--- config.mk ---
export PLATFORM = sky130hd
export DESIGN_NAME = fsub_pipe
export DESIGN_NICKNAME = d
export VERILOG_FILES = /design/src/rtl/fsub_pipe.sv
export SDC_FILE = /design/constraint.sdc
export NUM_CORES = 1
export LEC_CHECK = 0
export CAP_MARGIN = 25
export CORE_UTILIZATION = 60
export CTS_CLUSTER_DIAMETER = 100
export DETAILED_ROUTE_END_ITERATION = 8
export DONT_BUFFER_PORTS = 1
export GPL_TIMING_DRIVEN = 1
export HOLD_SLACK_MARGIN = 0.06
export PLACE_DENSITY = 0.84
export SLEW_MARGIN = 20
export SYNTH_ARGS = -nofsm -noshare
export SYNTH_HDL_FRONTEND = slang
export SYNTH_SLANG_ARGS = --single-unit
--- constraint.sdc ---
create_clock -name clk -period 5.9 [get_ports clk]
set_input_delay 1.18 -clock clk [delete_from_list [all_inputs] [get_ports clk]]
set_output_delay 1.18 -clock clk [all_outputs]
set_load 0.02 [all_outputs]
--- src/rtl/fsub_pipe.sv ---
// Three-stage IEEE-754 single-precision add/subtract pipeline. Truncating, no subnormals.
// Define FSUB_OVF_SAT_EN to saturate an overflowing exponent to signed infinity.
module fsub_pipe (
  input  logic        clk,
  input  logic        rst,
  input  logic        in_valid,
  output logic        in_ready,
  input  logic        op,
  input  logic [31:0] x1,
  input  logic [31:0] x2,
  output logic        out_valid,
  input  logic        out_ready,
  output logic [31:0] y
);

  logic advance;

  // S1 combinational: swap and align
  logic        sign_b;
  logic [7:0]  exp_a, exp_b;
  logic [22:0] man_a, man_b;
  logic        swap;
  logic        big_sign, sml_sign;
  logic [7:0]  big_exp, sml_exp, diff;
  logic [22:0] big_man, sml_man;
  logic [24:0] big_sig, sml_sig, sml_aligned;

  // Stage registers
  logic        s1_valid, s1_sign, s1_sub;
  logic [7:0]  s1_exp;
  logic [24:0] s1_big, s1_sml;
  logic        s2_valid, s2_sign;
  logic [7:0]  s2_exp;
  logic [25:0] s2_sum;

  // S2 / S3 combinational
  logic [25:0] sum_d;
  logic [4:0]  lz;
  logic [9:0]  exp_n;
  logic [22:0] mant_n;
  logic [31:0] y_d;

  assign advance  = !out_valid || out_ready;
  assign in_ready = advance;

  always_comb begin
    sign_b  = x2[31] ^ op;
    exp_a   = x1[30:23];
    exp_b   = x2[30:23];
    // A zero exponent means zero, so its mantissa must not win the magnitude compare.
    man_a   = (exp_a == 8'd0) ? 23'd0 : x1[22:0];
    man_b   = (exp_b == 8'd0) ? 23'd0 : x2[22:0];
    swap    = {exp_b, man_b} > {exp_a, man_a};
    big_sign = swap ? sign_b : x1[31];
    sml_sign = swap ? x1[31] : sign_b;
    big_exp  = swap ? exp_b : exp_a;
    sml_exp  = swap ? exp_a : exp_b;
    big_man  = swap ? man_b : man_a;
    sml_man  = swap ? man_a : man_b;
    diff     = big_exp - sml_exp;
    big_sig  = {|big_exp, big_man, 1'b0};
    sml_sig  = {|sml_exp, sml_man, 1'b0};
    sml_aligned = (diff >= 8'd25) ? 25'd0 : (sml_sig >> diff);
  end

  always_comb begin
    if (s1_sub) sum_d = {1'b0, s1_big} - {1'b0, s1_sml};
    else        sum_d = {1'b0, s1_big} + {1'b0, s1_sml};
  end

  // S3: leading-one detect, normalise so the leading one lands on bit 25.
  always_comb begin
    lz = 5'd0;
    for (int i = 0; i < 26; i++) begin
      if (s2_sum[i]) lz = 5'(25 - i);
    end
    exp_n  = {2'b00, s2_exp} + 10'd1 - {5'd0, lz};
    mant_n = 23'((s2_sum << lz) >> 2);
    if (s2_sum == 26'd0 || exp_n[9] || exp_n[8:0] == 9'd0) begin
      y_d = 32'd0;
    end
`ifdef FSUB_OVF_SAT_EN
    else if (exp_n >= 10'd255) begin
      y_d = {s2_sign, 8'hff, 23'd0};
    end
`endif
    else begin
      y_d = {s2_sign, exp_n[7:0], mant_n};
    end
  end

  always_ff @(posedge clk or posedge rst) begin
    if (rst) begin
      s1_valid  <= 1'b0;
      s1_sign   <= 1'b0;
      s1_sub    <= 1'b0;
      s1_exp    <= 8'd0;
      s1_big    <= 25'd0;
      s1_sml    <= 25'd0;
      s2_valid  <= 1'b0;
      s2_sign   <= 1'b0;
      s2_exp    <= 8'd0;
      s2_sum    <= 26'd0;
      out_valid <= 1'b0;
      y         <= 32'd0;
    end else if (advance) begin
      s1_valid  <= in_valid;
      s1_sign   <= big_sign;
      s1_sub    <= big_sign ^ sml_sign;
      s1_exp    <= big_exp;
      s1_big    <= big_sig;
      s1_sml    <= sml_aligned;
      s2_valid  <= s1_valid;
      s2_sign   <= s1_sign;
      s2_exp    <= s1_exp;
      s2_sum    <= sum_d;
      out_valid <= s2_valid;
      if (s2_valid) y <= y_d;
    end
  end

endmodule

==> implementation parameters <==
Parameter                              Value

Run status
  Status    finished clean

Die
  Initial Utilization    61.2%
  Area of the die    20,400 um^2
  Floorplan core area    19,500 um^2
  Ports placed on the boundary    103
  Die X    143 um
  DIE HEIGHT    143 um
  Number of cell rows    51

Logic synthesis
  Most used flip-flop cell after synthesis    sky130_fd_sc_hd__dfrtp_1
  Portion of synthesized cell area occupied by the leading cell type    27.1%
  Per-instance average area after synthesis    8.09 um^2
  Xor and xnor area share after synthesis    2.57%
  YS warnings    0
  Distinct cell type count of the synthesized netlist    76
  Main combinational cell family by area after synthesis    compound AO/OA/AOI/OAI gates
  Share of synthesized cell area in and, or, nand and nor gates    17.2%
  Number of flops mapped to enable cells by yosys    0
  Fraction of the mapped netlist area in compound gates    22.4%
  Multiplexer share of the synthesized area    13.8%
  Synth Area in Adders    10.4%
  Most area-consuming cells after synthesis    sky130_fd_sc_hd__dfrtp_1, sky130_fd_sc_hd__ha_1, sky130_fd_sc_hd__mux2i_1
  Post-synthesis sequential element count    129
  Synth area leader    sky130_fd_sc_hd__dfrtp_1
  Portion of the post-synthesis area used by sequential elements    27.1%
  Synth async-reset ratio    100%
  Instance count of the mapped netlist    1,473
  Synthesized netlist net count    1,639
  Cell area after technology mapping    11,900 um^2

Finish
  Area Growth Syn to Fin    9.46%
  Share of cells above drive strength 1    11.3%
  Post-route cell area    13,000 um^2
  Diodes inserted    0
  Core utilization of the finished layout    67.0%
  Layout net count    1,617

Drt
  Routed length per instance    18.3 um
  Total via count after detailed routing    10,900
  Vias per inst    6.33
  Number of violations reported at the end of detailed-routing iteration 0    1,012
  ANT nets after route    0
  Number of iterations in the first detailed-routing pass    6
  Number of remaining DRC errors    0
  Final Routed Wirelength    31,600 um

Setup path
  Worst reg2reg setup slack    510 ps
  Crit path largest cell delay    550 ps
  Endpoint of the most critical register-to-register path    y[8]$_DFFE_PP0P_
  Worst endpoint data arrival time    5800 ps
  Critical Path Fanout Max    42
  Number of buffer and inverter instances along the worst setup path    4
  Cell count of the worst reg-to-reg path    18
  Cells along the critical path    nor4_1, buf_4, nand2_1, buf_4, nand2_1, ha_4, a21oi_1, a21oi_1, o31a_1, or4_4, o21ai_4, nor2_1, a22oi_1, ha_2, nor2_2, o21ba_2, a2111oi_2, nand3_1, buf_4, buf_4, mux2i_1, and2_1, o211ai_1, o221ai_1
  Worst Setup End Kind    flop
  Worst R2R Start    s2_sum[9]$_DFFE_PP0N_
  Cell with the largest stage delay on the worst path    sky130_fd_sc_hd__or4_4
  Launching element type of the critical path    primary input
  Required time at the worst-slack endpoint    6170 ps
  Category of the critical setup timing path    in -> reg
  Crit path max-delay family    compound AO/OA/AOI/OAI gates
  Most frequent CP cell    sky130_fd_sc_hd__buf_4

Worst hold path
  Hold Crit Class    reg -> reg
  Hold Path Origin    s1_valid$_DFFE_PP0N_
  Cell depth of the worst hold path    2
  Sink of the worst hold path    s2_valid$_DFFE_PP0N_

Clock network
  CTS tree    done
  Clk_lat worst skew    430 ps
  Buffer depth of the longest clock path    2
  # H-tree levels    4
  Clock Root Buffer    sky130_fd_sc_hd__clkbuf_16
  Total of hold buffers inserted after clock tree synthesis    0
  Post-cts sizing count    0
  # Post-CTS Setup Buffers    0
  Worst-path clk slew    60 ps
  Clock sinks    129
  Total clock buffers created by CTS    17

STA
  Count of endpoints failing hold in the final timing report    0
  Min Tclk post-route    5530 ps
  Unrepaired setup endpoints after global routing    no
  Fin crit share    93.7%
  Number of max-slew violations in the final report    0
  Setup violations, final    0
  Actual transition at the worst max-transition pin    858 ps
  Worst Clk Skew    8.41 ps
  Worst max-slew margin expressed relative to the limit    42.8%
  Achievable clock frequency    181 MHz

Flow run
  MaxCap Viol Count    0

Pwr
  Max rail drop VDD    0.257 mV
  LEAKAGE    6.17 nW
  Power density over the cells    472 nW/um^2

Global route
  Number of global-route vias before repair    10,400
  Aggregate global-route resource usage    32.1%
  Initial antenna violation count    0
  Global-route wire length before repair    52,300 um
  Pin count of the biggest net entering global routing    92
  Total overflow reported by the global router    0

Placement
  Dpl hpwl    23,600 um
  Area of placed instances    12,400 um^2
  I/O Buffers    0
  RD Place Congestion    0.913
[how the worst max path moves through the flow]
stage | from | end | slack, ps | cells past startpoint
floorplan | x2[29] | s1_sml[17]$_DFFE_PP0N_ | -190 | 28
global placement | x1[27] | s1_sml[1]$_DFFE_PP0N_ | 30 | 22
detailed placement | x1[27] | s1_sml[7]$_DFFE_PP0N_ | -50 | 22
CTS | x1[27] | s1_sml[1]$_DFFE_PP0N_ | 380 | 22
global route | x1[27] | s1_sml[0]$_DFFE_PP0N_ | 50 | 24
finish | x1[27] | s1_sml[8]$_DFFE_PP0N_ | 370 | 24
[Yosys cell counts, drive strengths merged, types with 14 or more instances]
master,number
o21ai,124
inv,110
mux2i,93
a211oi,14
clkbuf,57
dfrtp,129
nor2b,15
a22o,20
nor2,110
xnor2,24
a21o,14
ha,94
nand2,228
a31oi,27
nand3,18
mux4,15
nor3,33
o221ai,17
a21oi,96
nand2b,15
mux2,33
buf,27
[layer usage]
layer,global-route usage (%),share of wire (%)
met3,5.10,6.4
met2,52.4,47
met5,0,0
met1,42.6,44
met4,12.7,3.1
[power breakdown]
part	internal, mW	switching, mW
Clock	0.706	0.416
Sequential	1.18	0.444
Combinational	1.42	1.99
Total	3.31	2.85
[layout by cell type, fill, tap and decap left out, types with 5 or more instances in the layout]
cell type                   count
sky130_fd_sc_hd__o21a_1         7
sky130_fd_sc_hd__a22o_1        20
sky130_fd_sc_hd__mux4_2        15
sky130_fd_sc_hd__and2_1         5
sky130_fd_sc_hd__ha_1          87
sky130_fd_sc_hd__nor3_1        32
sky130_fd_sc_hd__nor4_1         9
sky130_fd_sc_hd__xor2_1        11
sky130_fd_sc_hd__xnor2_1       23
sky130_fd_sc_hd__o221ai_1      11
sky130_fd_sc_hd__a21o_1        14
sky130_fd_sc_hd__a31oi_1       27
sky130_fd_sc_hd__a21oi_1       96
sky130_fd_sc_hd__buf_4         41
sky130_fd_sc_hd__nand2_1      226
sky130_fd_sc_hd__inv_1        107
sky130_fd_sc_hd__nand3_1       18
sky130_fd_sc_hd__nand4_1        6
sky130_fd_sc_hd__nor2b_1       14
sky130_fd_sc_hd__nor2_1       109
sky130_fd_sc_hd__nand2b_1      15
sky130_fd_sc_hd__a221oi_1       8
sky130_fd_sc_hd__dfrtp_1      129
sky130_fd_sc_hd__o22ai_1        8
sky130_fd_sc_hd__ha_4           6
sky130_fd_sc_hd__o21ai_1        5
sky130_fd_sc_hd__clkbuf_16     17
sky130_fd_sc_hd__mux2i_1       92
sky130_fd_sc_hd__o31ai_1        7
sky130_fd_sc_hd__o211ai_1      13
sky130_fd_sc_hd__a211oi_1      12
sky130_fd_sc_hd__mux2_2        31
sky130_fd_sc_hd__o21bai_1      10
sky130_fd_sc_hd__o21ai_0      117
sky130_fd_sc_hd__and2_4         5
sky130_fd_sc_hd__o221ai_2       6
[layout make-up]
type	count	area [um^2]
clock buffer	18	429
clock inverter	13	186
fill	1531	6420
inverter	110	415
multi-input combinational	1150	8100
sequential	129	3230
tap	265	332
timing repair buffer	43	348
[cell families (layout without fill, tap and decap cells)]
group	after synthesis	after routing
AO/OA/AOI/OAI	410	410
AND/OR/NAND/NOR	467	467
multiplexers	141	141
flip-flops	129	129
adder cells (fa/ha/maj)	97	97
XOR/XNOR	35	35
buffers and inverters	194	184
[worst register-to-register path: stages (launching register included)]
cell,delay [ps]
sky130_fd_sc_hd__dfrtp_1,430
sky130_fd_sc_hd__nor4_1,420
sky130_fd_sc_hd__nand3_1,220
sky130_fd_sc_hd__o21ai_0,200
sky130_fd_sc_hd__nor2b_1,520
sky130_fd_sc_hd__inv_1,380
sky130_fd_sc_hd__ha_1,400
sky130_fd_sc_hd__ha_1,340
sky130_fd_sc_hd__a21oi_1,210
sky130_fd_sc_hd__o21bai_1,80
sky130_fd_sc_hd__a21o_1,210
sky130_fd_sc_hd__a21oi_1,170
sky130_fd_sc_hd__o21bai_1,90
sky130_fd_sc_hd__xnor2_1,130
sky130_fd_sc_hd__or4_1,580
sky130_fd_sc_hd__and2_1,290
sky130_fd_sc_hd__nand2_1,270
sky130_fd_sc_hd__a21oi_1,90
sky130_fd_sc_hd__a22o_1,240
[registers in the layout, indices dropped and copies added, names as in the netlist]
name	cells
y	32
s1_sml	25
s2_exp	8
s1_sign	1
s2_sign	1
s1_sub	1
out_valid	1
s2_valid	1
s1_valid	1
s2_sum	26
s1_exp	8
s1_big	24
[metrics by stage]
| stage | setup WS, ps | hold slack (ps) | total power, mW | instances | TNS, ps |
|---|---|---|---|---|---|
| global placement | 32.5 | 450 | 4.81 | 1697 | 0 |
| detailed placement | -52.2 | 457 | 4.92 | 1697 | -138 |
| CTS | 379 | 468 | 6.10 | 1728 | 0 |
| floorplan | -189 | 439 | 4.14 | 1473 | -1860 |
| global route | 46.6 | 496 | 6.56 | 1728 | 0 |
| finish | 371 | 467 | 6.16 | 1728 | 0 |
(Power assumes the default switching activity.)
